===== src/rtl/axi_sram_arbiter_pkg.sv =====
// Shared definitions for the SRAM-to-AXI arbiter: FSM states, default ids, size codes.
package axi_sram_arbiter_pkg;

  typedef enum logic [2:0] {
    IDLE  = 3'd0,
    RADDR = 3'd1,
    RDATA = 3'd2,
    WADDR = 3'd3,
    WRESP = 3'd4
  } state_e;

  localparam int unsigned INST_ID_DEF = 0;
  localparam int unsigned DATA_ID_DEF = 1;

  localparam logic [1:0] SIZE_BYTE = 2'd0;
  localparam logic [1:0] SIZE_HALF = 2'd1;
  localparam logic [1:0] SIZE_WORD = 2'd2;

  // Size code 3 has no meaning on a 32-bit bus; fold it onto a word access.
  function automatic logic [1:0] norm_size(input logic [1:0] size);
    return (size == 2'd3) ? SIZE_WORD : size;
  endfunction

endpackage


===== src/rtl/axi_sram_arbiter_wstrb_gen.sv =====
// Byte-strobe generator for a single-beat 32-bit write.
module axi_sram_arbiter_wstrb_gen
  import axi_sram_arbiter_pkg::*;
(
  input  logic [1:0] size,
  input  logic [1:0] addr,
  output logic [3:0] wstrb
);

  // Select enabled byte lanes from access size and low address bits.
  always_comb begin
    wstrb = 4'b1111;
    case (size)
      SIZE_BYTE: wstrb = 4'b0001 << addr;
      SIZE_HALF: wstrb = 4'b0011 << {addr[1], 1'b0};
      default:   wstrb = 4'b1111;
    endcase
  end

endmodule


===== src/rtl/axi_sram_arbiter.sv =====
// Arbitrates IF and MEM SRAM-like ports onto one AXI master, one transaction at a time.
module axi_sram_arbiter
  import axi_sram_arbiter_pkg::*;
#(
  parameter int unsigned ID_W    = 4,
  parameter int unsigned INST_ID = INST_ID_DEF,
  parameter int unsigned DATA_ID = DATA_ID_DEF
) (
  input  logic            clk,
  input  logic            rst,
  input  logic            inst_req,
  input  logic [31:0]     inst_addr,
  output logic            inst_addr_ok,
  output logic            inst_data_ok,
  output logic [31:0]     inst_rdata,
  input  logic            data_req,
  input  logic            data_wr,
  input  logic [1:0]      data_size,
  input  logic [31:0]     data_addr,
  input  logic [31:0]     data_wdata,
  output logic            data_addr_ok,
  output logic            data_data_ok,
  output logic [31:0]     data_rdata,
  output logic [ID_W-1:0] arid,
  output logic [31:0]     araddr,
  output logic [2:0]      arsize,
  output logic            arvalid,
  input  logic            arready,
  input  logic [31:0]     rdata,
  input  logic            rvalid,
  output logic            rready,
  output logic [ID_W-1:0] awid,
  output logic [31:0]     awaddr,
  output logic [2:0]      awsize,
  output logic            awvalid,
  input  logic            awready,
  output logic [31:0]     wdata,
  output logic [3:0]      wstrb,
  output logic            wvalid,
  input  logic            wready,
  input  logic            bvalid,
  output logic            bready
);

  state_e      state_q, state_d;
  logic        owner_data_q;
  logic [31:0] addr_q;
  logic [1:0]  size_q;
  logic [31:0] wdata_q;
  logic        aw_done_q;
  logic        w_done_q;

  // Latched request fields drive the AXI payload for the whole transaction.
  assign arid   = owner_data_q ? ID_W'(DATA_ID) : ID_W'(INST_ID);
  assign araddr = addr_q;
  assign arsize = {1'b0, size_q};
  assign awid   = ID_W'(DATA_ID);
  assign awaddr = addr_q;
  assign awsize = {1'b0, size_q};
  assign wdata  = wdata_q;

  axi_sram_arbiter_wstrb_gen u_wstrb_gen (
    .size  (size_q),
    .addr  (addr_q[1:0]),
    .wstrb (wstrb)
  );

  // FSM state register.
  always_ff @(posedge clk) begin
    if (rst) state_q <= IDLE;
    else     state_q <= state_d;
  end

  // Next-state and handshake outputs; MEM wins over IF in IDLE.
  always_comb begin
    state_d      = state_q;
    inst_addr_ok = 1'b0;
    data_addr_ok = 1'b0;
    arvalid      = 1'b0;
    rready       = 1'b0;
    awvalid      = 1'b0;
    wvalid       = 1'b0;
    bready       = 1'b0;
    case (state_q)
      IDLE: begin
        data_addr_ok = data_req;
        inst_addr_ok = inst_req & ~data_req;
        if (data_req)      state_d = data_wr ? WADDR : RADDR;
        else if (inst_req) state_d = RADDR;
      end
      RADDR: begin
        arvalid = 1'b1;
        if (arready) state_d = RDATA;
      end
      RDATA: begin
        rready = 1'b1;
        if (rvalid) state_d = IDLE;
      end
      WADDR: begin
        awvalid = ~aw_done_q;
        wvalid  = ~w_done_q;
        if ((aw_done_q | awready) && (w_done_q | wready)) state_d = WRESP;
      end
      WRESP: begin
        bready = 1'b1;
        if (bvalid) state_d = IDLE;
      end
      default: state_d = IDLE;
    endcase
  end

  // Request latches, write-channel done flags, read data and data_ok pulses.
  always_ff @(posedge clk) begin
    if (rst) begin
      owner_data_q <= 1'b0;
      addr_q       <= 32'd0;
      size_q       <= 2'd0;
      wdata_q      <= 32'd0;
      aw_done_q    <= 1'b0;
      w_done_q     <= 1'b0;
      inst_rdata   <= 32'd0;
      data_rdata   <= 32'd0;
      inst_data_ok <= 1'b0;
      data_data_ok <= 1'b0;
    end else begin
      inst_data_ok <= 1'b0;
      data_data_ok <= 1'b0;
      if (data_addr_ok) begin
        owner_data_q <= 1'b1;
        addr_q       <= data_addr;
        size_q       <= norm_size(data_size);
        wdata_q      <= data_wdata;
      end else if (inst_addr_ok) begin
        owner_data_q <= 1'b0;
        addr_q       <= inst_addr;
        size_q       <= SIZE_WORD;
      end
      if (state_q == IDLE) begin
        aw_done_q <= 1'b0;
        w_done_q  <= 1'b0;
      end
      if (awvalid && awready) aw_done_q <= 1'b1;
      if (wvalid && wready)   w_done_q  <= 1'b1;
      if (state_q == RDATA && rvalid) begin
        if (owner_data_q) begin
          data_rdata   <= rdata;
          data_data_ok <= 1'b1;
        end else begin
          inst_rdata   <= rdata;
          inst_data_ok <= 1'b1;
        end
      end
      if (state_q == WRESP && bvalid) data_data_ok <= 1'b1;
    end
  end

endmodule


===== config.mk =====
export PLATFORM = sky130hd
export DESIGN_NAME = axi_sram_arbiter
export DESIGN_NICKNAME = d
export VERILOG_FILES = /design/src/rtl/axi_sram_arbiter_pkg.sv /design/src/rtl/axi_sram_arbiter_wstrb_gen.sv /design/src/rtl/axi_sram_arbiter.sv
export SDC_FILE = /design/constraint.sdc
export NUM_CORES = 1
export LEC_CHECK = 0
export ABC_CLOCK_PERIOD_IN_PS = 2000
export BUFFER_PORTS_ARGS = -buffer_cell sky130_fd_sc_hd__buf_2
export CORE_UTILIZATION = 35
export DETAILED_ROUTE_END_ITERATION = 12
export PLACE_DENSITY_LB_ADDON = 0.1
export SLEW_MARGIN = 0
export SYNTH_ARGS = -nofsm -noshare
export SYNTH_HDL_FRONTEND = slang
export SYNTH_SLANG_ARGS = --single-unit

===== constraint.sdc =====
create_clock -name clk -period 2 [get_ports clk]
set_input_delay 0.3 -clock clk [delete_from_list [all_inputs] [get_ports clk]]
set_output_delay 0.3 -clock clk [all_outputs]
set_load 0.05 [all_outputs]

; Word level (Yosys, flattened, before mapping)
; Index checks and enable logic that the tools add are counted.
[classes]
eq_ne = 11
shifts = 2
mux = 31
bitwise = 8
reduce_logical = 14
[ops]
columns = cell, count
row1 = 32-bit two-way mux, 2
row2 = 3-bit two-way mux, 6
row3 = 1-bit two-way mux, 17
row4 = 3-bit case mux with 5 select lines, 1
row5 = 2-bit two-way mux, 4
row6 = 2-bit inequality test (second input constant), 4
row7 = 4-bit case mux with 2 select lines, 1
row8 = 3-bit by 2-bit equality test with 1-bit output (second input constant), 2
row9 = 2-bit nonzero test, 3
row10 = 1-bit logical AND, 5
row11 = 1-bit inverter, 5
row12 = 5-bit AND reduction, 1
row13 = 2-bit AND reduction, 2
row14 = 1-bit by 2-bit left shift with 4-bit output (first input constant), 1
row15 = 2-bit by 2-bit left shift with 4-bit output (first input constant), 1
row16 = 3-bit by 1-bit equality test with 1-bit output (second input constant), 1
row17 = 3-bit equality test (second input constant), 1
row18 = 3-bit logical NOT, 1
row19 = 3-bit inequality test (second input constant), 1
row20 = 2-bit by 1-bit equality test with 1-bit output (second input constant), 1
row21 = 2-bit equality test (second input constant), 1
row22 = 2-bit logical NOT, 1
row23 = 1-bit OR, 2
row24 = 2-bit OR reduction, 1
row25 = 1-bit bitwise AND, 1
[word_totals]
regBits = 138
input_bits = 140
out_inout_bits = 187
elab_cells = 77

; Logic depth before layout (Yosys ltp)
; Gate-level depths: netlist (run 1).
[logic_depth]
word_depth = 5
mapped_depth = 6
mapped_depth_nobuf = 4

; Hierarchy
; A second synthesis (run 1) with hierarchy kept.
[unflattened]
cells_unflattened = 713
area_unflattened_um2 = 5700.5
[modules_own_cells]
columns = mod, n_inst, cells_each, area_each_um2
row1 = axi_sram_arbiter, 1, 706, 5649.2
row2 = axi_sram_arbiter_wstrb_gen, 1, 7, 51.3

; Worst setup path after synthesis (run 1)
; No wires, ideal clock.
[synth_path]
path_type = reg-to-reg
startpoint = register state_q[0]
endpoint = register data_data_ok
setup_ps = 71
arrival_ps = 2051
required_time_ps = 1929
path_slack_ps = -122
path_stages_with_launch = 5
n_path_buf = 1
path_cell_list = dfxtp_1 -> clkbuf_1 -> nor3b_1 -> nand2_1 -> a21oi_1
[synth_between]
elab_chain_len = 4
[synth_rtl]
columns = item, line_no
row1 = start: declaration, axi_sram_arbiter.sv:45  ; state_e state_q, state_d;
row2 = start signal: assignment, axi_sram_arbiter.sv:71  ; else state_q <= state_d;
row3 = 3-bit by 2-bit equality test with 1-bit output, axi_sram_arbiter.sv:144  ; if (state_q == RDATA && rvalid) begin
row4 = 1-bit logical AND, axi_sram_arbiter.sv:144
row5 = 1-bit two-way mux, axi_sram_arbiter.sv:144
row6 = 1-bit two-way mux *, axi_sram_arbiter.sv:153  ; if (state_q == WRESP && bvalid) data_data_ok <= 1'b1;
row7 = end signal: assignment, axi_sram_arbiter.sv:127  ; data_data_ok <= 1'b0;
row8 = end signal: assignment, axi_sram_arbiter.sv:147  ; data_data_ok <= 1'b1;
row9 = end signal: assignment, axi_sram_arbiter.sv:153
row10 = end: declaration, axi_sram_arbiter.sv:22  ; output logic data_data_ok,
; Every way passes the cells marked *; elsewhere a longest branch is shown, timed or not.
; A chain may end at the register's enable or synchronous reset.

; Worst setup path after layout (run 1)
[layout_path]
startpoint = register state_q[0]
endpoint = output data_addr_ok
[layout_between]
elab_chain_len = 2
[layout_rtl]
columns = item, line_no
row1 = 3-bit logical NOT, axi_sram_arbiter.sv:84  ; case (state_q)
row2 = 1-bit two-way mux, axi_sram_arbiter.sv:84
row3 = end: declaration, axi_sram_arbiter.sv:21  ; output logic data_addr_ok,
; No other way between the ends.

==> Implementation_results.wiki, run 1 <==
{| class="wikitable"
! Metric !! Value
|-
| Wire length per cell || 15.1 um
|-
| Die area || 18600 um2
|-
| Part of the total power dissipated in the clock network || 35.8%
|-
| Initial core utilization || 36.1%
|-
| DRT Pass-1 Iters || 4
|-
| YS warnings || 0
|-
| Number of buffers inserted by port buffering || 317
|-
| Critical path endpoint category || output port
|-
| Total of flip-flops plus latches after synthesis || 138
|-
| Slew of the pin with the lowest slew margin || 661 ps
|-
| GRT Total Usage || 18.7%
|-
| I/O pin total || 327
|-
| Core area || 17500 um2
|-
| Total of fill cells in the finished design || 1711
|-
| Most frequently used flop master after synthesis || sky130_fd_sc_hd__dfxtp_1
|-
| Overall via count from detail_route || 5515
|-
| Synthesized instance count || 685
|-
| Count of final hold-check violations || 0
|-
| Post-place instance area || 7910 um2
|-
| Crit share post-route || 96.7%
|-
| Status || finished clean
|-
| CTS Buf Count || 17
|-
| Met3 WL || 1330 um
|-
| EDFF count, synth || 0
|-
| Count of distinct cell types in the synthesized netlist || 37
|-
| Post-CTS clock slew at the launch and capture registers of the worst setup and hold paths || 60 ps
|-
| Via density || 4.62
|-
| Part of the total power dissipated in sequential elements || 35.9%
|-
| RSZ-0062 raised after global routing || false
|-
| Register-to-Register Setup Slack || 190 ps
|-
| Number of violations reported at the end of detailed-routing iteration 0 || 189
|-
| Power Density || 1000 nW/um2
|-
| Fraction of the core area covered by cells at the end of the flow || 48.9%
|-
| Routed met1 length || 7820 um
|-
| Worst Hold End || wdata[21]$_SDFFE_PP0P_
|-
| Power spent charging and discharging nets || 3.08 mW
|-
| Critical Setup Path Class || flop to output port
|-
| First-pass GRT wire length || 26900 um
|-
| Total detailed-routing wirelength || 18000 um
|-
| Post-synth ARST share || 0%
|-
| Post-Place Worst Slack || 268 ps
|-
| Setup Total Neg Slack || 0 ps
|-
| Weighted congestion reported at the end of routability-driven placement || 0.794
|-
| HP Class || input port to flop
|-
| Startpoint type of the worst setup path || flop
|-
| Int Power || 5.49 mW
|-
| Initial antenna violation count || 2
|-
| Origin of the worst min-delay path || data_wdata[21]
|-
| Worst Hold Path Cells || 3
|-
| Top post-synthesis cells by area || sky130_fd_sc_hd__dfxtp_1 (44%), sky130_fd_sc_hd__nand2b_1 (13%), sky130_fd_sc_hd__mux2i_1 (10%)
|-
| Endpoint required time on the critical path || 1700 ps
|-
| Post-route cell area || 8540 um2
|-
| Max Clk Rate || 0.517 GHz
|-
| FF-to-FF path depth || 5
|-
| Synthesized area per cell || 9.22 um2
|-
| Net switching fraction of the power || 36.0%
|-
| Clock Root Buffer || sky130_fd_sc_hd__clkbuf_16
|-
| Final WS setup || 65.2 ps
|-
| Insertion delay of the later-clocked pin in the worst-skew pair || 410 ps
|-
| Worst-path fanout max || 4
|-
| Die Width || 136 um
|-
| Share of post-route cells with drive strength above 1 || 42.5%
|-
| Die H || 136 um
|-
| Top layer used by detailed routing || met5
|-
| Signal arrival time at the worst endpoint || 1630 ps
|-
| Share of power burned in combinational logic || 28.3%
|-
| Peak supply drop || 0.603 mV
|-
| Placement Rows || 48
|-
| Wire length on met2 || 8510 um
|-
| Half-perimeter wire length of the detailed placement result || 12900 um
|-
| Reg2Reg Capture Point || araddr[2]$_SDFFE_PP0P_
|-
| Final critical delay including setup and external delays || 1930 ps
|-
| TritonCTS clock tree || done
|-
| Setup violation total in the final timing report || 0
|-
| Pin count of the biggest net entering global routing || 59
|-
| Synth top area share || 43.7%
|-
| Setup skew after layout || 8.15 ps
|-
| Global route total overflow || 0
|-
| DRC viols || 0
|-
| Number of levels the H-tree was split into || 4
|-
| Leakage power total || 4.08 nW
|-
| Clk sinks || 138
|-
| Post-synthesis cell type with the largest combined area || sky130_fd_sc_hd__dfxtp_1
|-
| Max-cap check violation count || 0
|-
| Clock Path Buffers || 2
|-
| Area Overhead vs Synth || 35.2%
|-
| Sequential area share after synthesis || 43.7%
|-
| Number of global-route vias before repair || 5008
|-
| Reg-to-reg startpoint || state_q[0]$_SDFFE_PP0P_
|-
| Max Transition Viols Final || 0
|-
| Slew headroom || 56.0%
|-
| Min Hold Slack || 122 ps
|-
| Number of nets in the layout || 1096
|-
| Number of nets still failing antenna checks after routing || 0
|-
| Post-Synthesis Cell Area || 6320 um2
|}
==> critical path, cell delays in order, from the launching register on <==
cell                       delay [ps]
sky130_fd_sc_hd__dfxtp_1          330
sky130_fd_sc_hd__or4b_4           590
sky130_fd_sc_hd__clkinv_1         130
sky130_fd_sc_hd__buf_6            170
==> layout by cell type (no fill, tap or decap), drive strengths merged, types with 2 or more instances in the layout <==
| master | instances |
|---|---|
| a21oi | 70 |
| a221oi | 31 |
| buf | 345 |
| bufinv | 2 |
| clkbuf | 19 |
| clkinv | 5 |
| clkinvlp | 4 |
| conb | 9 |
| dfxtp | 138 |
| inv | 3 |
| mux2i | 64 |
| nand2 | 70 |
| nand2b | 130 |
| nand3 | 4 |
| nor2 | 13 |
| nor2b | 4 |
| nor3 | 34 |
| nor4 | 2 |
| o21bai | 4 |
| or3 | 2 |
==> sequential cells by signal, indices dropped and copies added, names as in the netlist, 2 cells and up <==
signal	cells
araddr	32
data_rdata	32
inst_rdata	32
wdata	32
state_q	3
size_q	2
==> power groups by stage <==
stage          clock network, mW  logic, mW  registers [mW]
5_1_grt                     3.29       2.57            3.10
4_1_cts                     3.15       2.43            3.08
3_5_place_dp                   0       2.42            3.13
3_3_place_gp                   0       2.42            3.14
6_report                    3.07       2.43            3.07
2_1_floorplan                  0       1.33            3.71
==> cell type report <==
class / count / area (um2) / share of cell area, %
Tap cell: 225 / 282 / 3.30
Antenna cell: 1 / 2.50 / 0.0293
Timing Repair Buffer: 345 / 1900 / 22.3
Multi-Input combinational cell: 451 / 3000 / 35.2
Sequential cell: 138 / 2760 / 32.4
Clock inverter: 11 / 123 / 1.44
Clock buffer: 19 / 453 / 5.30
Inverter: 3 / 11.3 / 0.132
==> what timing repair did <==
item | in CTS | in global routing
pin swaps | 1 | 0
gates resized for setup | 5 | 7
setup endpoints to repair | 4 | 4
hold buffers | 0 | 0
setup buffers | 1 | 0
hold endpoints to repair | 0 | 0
==> cells in the mapped netlist (3+ instances only) <==
cell,instances
sky130_fd_sc_hd__a21oi_1,70
sky130_fd_sc_hd__clkbuf_1,35
sky130_fd_sc_hd__a221oi_2,27
sky130_fd_sc_hd__a221oi_1,4
sky130_fd_sc_hd__nand2_1,70
sky130_fd_sc_hd__buf_6,5
sky130_fd_sc_hd__buf_4,45
sky130_fd_sc_hd__mux2i_1,64
sky130_fd_sc_hd__nand2b_1,130
sky130_fd_sc_hd__nor2_1,13
sky130_fd_sc_hd__buf_2,12
sky130_fd_sc_hd__dfxtp_1,138
sky130_fd_sc_hd__buf_1,3
sky130_fd_sc_hd__nor3_1,33
sky130_fd_sc_hd__nand3_1,4
sky130_fd_sc_hd__nor2b_1,4
sky130_fd_sc_hd__o21bai_1,4
==> how the worst max path moves through the flow <==
stage / start / to / slack, ps
floorplan: state_q[1]$_SDFFE_PP0P_ / inst_addr_ok / 120
detailed placement: data_req / araddr[31]$_SDFFE_PP0P_ / 270
global placement: data_req / araddr[31]$_SDFFE_PP0P_ / 280
finish: state_q[0]$_SDFFE_PP0P_ / data_addr_ok / 70
global route: state_q[1]$_SDFFE_PP0P_ / awvalid / 4
CTS: state_q[0]$_SDFFE_PP0P_ / data_addr_ok / 10
==> layer usage <==
layer / global-route usage [%] / up-vias
met2: 30.2 / 209
met5: 0 / -
met1: 23.3 / 2471
li1: - / 2810
met4: 5.99 / 2
met3: 6.45 / 23
==> cell families after synthesis <==
group	Yosys count	share of synthesized area [%]
multiplexers	64	10.1
flip-flops	138	43.7
AO/OA/AOI/OAI	113	13.9
other	2	0.119
AND/OR/NAND/NOR	265	22.4
buffers and inverters	103	9.63
==> stage by stage <==
step	total power, mW	instances
final	8.57	1193
after global routing	8.96	1193
after CTS	8.66	1192
after detailed placement	5.55	1161
after global placement	5.55	1161
after floorplan	5.05	692
(Power assumes the default switching activity.)
==> run 2: changes to the inputs <==
--- a/config.mk
+++ b/config.mk
@@ -5,7 +5,7 @@
 export SDC_FILE = /design/constraint.sdc
 export NUM_CORES = 1
 export LEC_CHECK = 0
-export ABC_CLOCK_PERIOD_IN_PS = 2000
+export ABC_CLOCK_PERIOD_IN_PS = 2050
 export BUFFER_PORTS_ARGS = -buffer_cell sky130_fd_sc_hd__buf_2
 export CORE_UTILIZATION = 35
 export DETAILED_ROUTE_END_ITERATION = 12
==> constraint.sdc (replaced) <==
create_clock -name clk -period 2.05 [get_ports clk]
set_input_delay 0.3075 -clock clk [delete_from_list [all_inputs] [get_ports clk]]
set_output_delay 0.3075 -clock clk [all_outputs]
set_load 0.05 [all_outputs]
==> run 2 against run 1 <==
Sequential share of layout area is 0.26 points higher. Largest power group is now clock. Critical path type unchanged. Clock-buffer cell count is 1 higher. Highest routed layer is now met4. Total power is 0.97% lower. Global-route usage is 0.21 points higher. Largest cell class unchanged.
==> Implementation_results.wiki, run 2 (synthesis gave the netlist of run 1 again) <==
{| class="wikitable"
! Metric !! Value
|-
| Status || finished clean
|-
| Worst Hold End || wdata[19]$_SDFFE_PP0P_
|-
| # hold bufs at CTS || 0
|-
| Crit share post-route || 94.0%
|-
| Via density || 4.66
|-
| Number of nets in the layout || 1092
|-
| Reg-to-reg startpoint || state_q[1]$_SDFFE_PP0P_
|-
| Number of buffers inserted by port buffering || 317
|-
| Startpoint type of the worst setup path || flop
|-
| Slew of the pin with the lowest slew margin || 699 ps
|-
| Leakage power total || 4.06 nW
|-
| Number of global-route vias before repair || 5136
|-
| GRT Total Usage || 18.9%
|-
| Global route total overflow || 0
|-
| Critical path endpoint category || output port
|-
| Number of diodes added for antenna fixing || 0
|-
| Reg2Reg Capture Point || araddr[0]$_SDFFE_PP0P_
|-
| Number of levels the H-tree was split into || 4
|-
| Total detailed-routing wirelength || 18200 um
|-
| Slew headroom || 53.4%
|-
| Initial antenna violation count || 0
|-
| Placement Rows || 48
|-
| Post-CTS clock slew at the launch and capture registers of the worst setup and hold paths || 60 ps
|-
| I/O pin total || 327
|-
| Die H || 136 um
|-
| Pin count of the biggest net entering global routing || 60
|-
| Endpoint required time on the critical path || 1740 ps
|-
| Most common cell after layout, fill and taps aside || sky130_fd_sc_hd__buf_2
|-
| RSZ-0062 raised after global routing || false
|-
| Critical Setup Path Class || flop to output port
|-
| Instance count after placement with tap cells included || 1157
|-
| Share of post-route cells with drive strength above 1 || 42.2%
|-
| Die area || 18600 um2
|-
| Wire length per cell || 15.3 um
|-
| Area Overhead vs Synth || 34.1%
|-
| Number of violations reported at the end of detailed-routing iteration 0 || 219
|-
| Max Transition Viols Final || 0
|-
| Register-to-Register Setup Slack || 200 ps
|-
| Count of final hold-check violations || 0
|-
| Core area || 17500 um2
|-
| Initial core utilization || 36.1%
|-
| Setup violation total in the final timing report || 0
|-
| Clk sinks || 138
|-
| Setup Total Neg Slack || 0 ps
|-
| Clock Path Buffers || 2
|-
| Worst-path fanout max || 3
|-
| Signal arrival time at the worst endpoint || 1620 ps
|-
| Max Clk Rate || 0.519 GHz
|-
| FF-to-FF path depth || 5
|-
| Clock Root Buffer || sky130_fd_sc_hd__clkbuf_16
|-
| Max-cap check violation count || 0
|-
| Peak supply drop || 0.546 mV
|-
| Insertion delay of the later-clocked pin in the worst-skew pair || 410 ps
|-
| Origin of the worst min-delay path || data_wdata[19]
|-
| HP Class || input port to flop
|-
| DRT Pass-1 Iters || 4
|-
| Fraction of the core area covered by cells at the end of the flow || 48.5%
|-
| Most frequent cells in the layout || sky130_fd_sc_hd__buf_2 (312), sky130_fd_sc_hd__dfxtp_1 (138), sky130_fd_sc_hd__nand2b_1 (129)
|-
| DRC viols || 0
|-
| Half-perimeter wire length of the detailed placement result || 12900 um
|-
| Die Width || 136 um
|-
| Number of standard cells in the layout, taps in and fillers out || 1189
|-
| Setup skew after layout || 10.8 ps
|-
| Worst Hold Path Cells || 3
|-
| Total of fill cells in the finished design || 1727
|-
| Weighted congestion reported at the end of routability-driven placement || 0.792
|-
| Power Density || 1000 nW/um2
|-
| Number of nets still failing antenna checks after routing || 0
|-
| CTS Buf Count || 17
|-
| Final critical delay including setup and external delays || 1930 ps
|-
| TritonCTS clock tree || done
|-
| First-pass GRT wire length || 27100 um
|-
| Overall via count from detail_route || 5543
|}
run 2: changes by cell type in the layout (fill, tap and decap cells not counted), moves of 2 or more:
cell,before,now
sky130_fd_sc_hd__buf_12,6,2
sky130_fd_sc_hd__clkbuf_4,0,2
sky130_fd_sc_hd__clkinvlp_4,4,2
sky130_fd_sc_hd__buf_4,22,24
sky130_fd_sc_hd__buf_6,5,0
sky130_fd_sc_hd__clkinv_4,1,3
run 2: report_power, final:
part | internal [mW] | leakage, nW | switching (mW)
clock network | 1.97 | 0.292 | 1.17
registers | 2.86 | 1.13 | 0.135
logic | 0.622 | 2.64 | 1.72
run 2: layout make-up:
cell class / count / area (um2) / area share (%)
Tap cell: 225 / 282 / 3.32
Inverter: 3 / 11.3 / 0.133
Clock inverter: 11 / 146 / 1.73
Clock buffer: 20 / 457 / 5.39
Multi-Input combinational cell: 451 / 3000 / 35.4
Timing Repair Buffer: 341 / 1810 / 21.4
Sequential cell: 138 / 2760 / 32.6
run 2: critical path: stages, from the launching register on:
cell                       delay [ps]
sky130_fd_sc_hd__dfxtp_1          310
sky130_fd_sc_hd__or4b_4           570
sky130_fd_sc_hd__clkinv_1         120
sky130_fd_sc_hd__buf_4            210
run 2: metal layers:
metal | global-route usage [%] | up-vias | wire length (um)
li1 | - | 2798 | -
met1 | 22.9 | 2514 | 8030
met2 | 30.8 | 212 | 8500
met3 | 7.16 | 19 | 1400
met4 | 6.11 | 0 | 297
met5 | 0 | - | 0
run 2: worst max path at each step:
stage | from | cells after the start | end | slack [ps]
floorplan | state_q[1]$_SDFFE_PP0P_ | 5 | inst_addr_ok | 160
global placement | data_req | 5 | araddr[0]$_SDFFE_PP0P_ | 260
detailed placement | data_req | 5 | araddr[0]$_SDFFE_PP0P_ | 230
CTS | state_q[1]$_SDFFE_PP0P_ | 5 | awvalid | 70
global route | state_q[1]$_SDFFE_PP0P_ | 5 | wvalid | 3
finish | state_q[1]$_SDFFE_PP0P_ | 3 | data_addr_ok | 120
run 2: timing repair:
action / in CTS / in global routing
pin swaps: 1 / 0
endpoints found under the hold margin: 0 / 0
buffers inserted: 1 / 0
endpoints found under the setup margin: 4 / 2
gates resized for setup: 7 / 2
run 2: per-stage QoR:
stage | setup slack, ps | total power [mW] | hold WS, ps | instance area [um2]
after floorplan | 158 | 4.92 | 443 | 6350
after global placement | 256 | 5.39 | 440 | 7830
after detailed placement | 226 | 5.39 | 443 | 7830
after CTS | 71.2 | 8.58 | 111 | 8470
after global routing | 2.95 | 8.86 | 107 | 8470
final | 123 | 8.48 | 129 | 8470
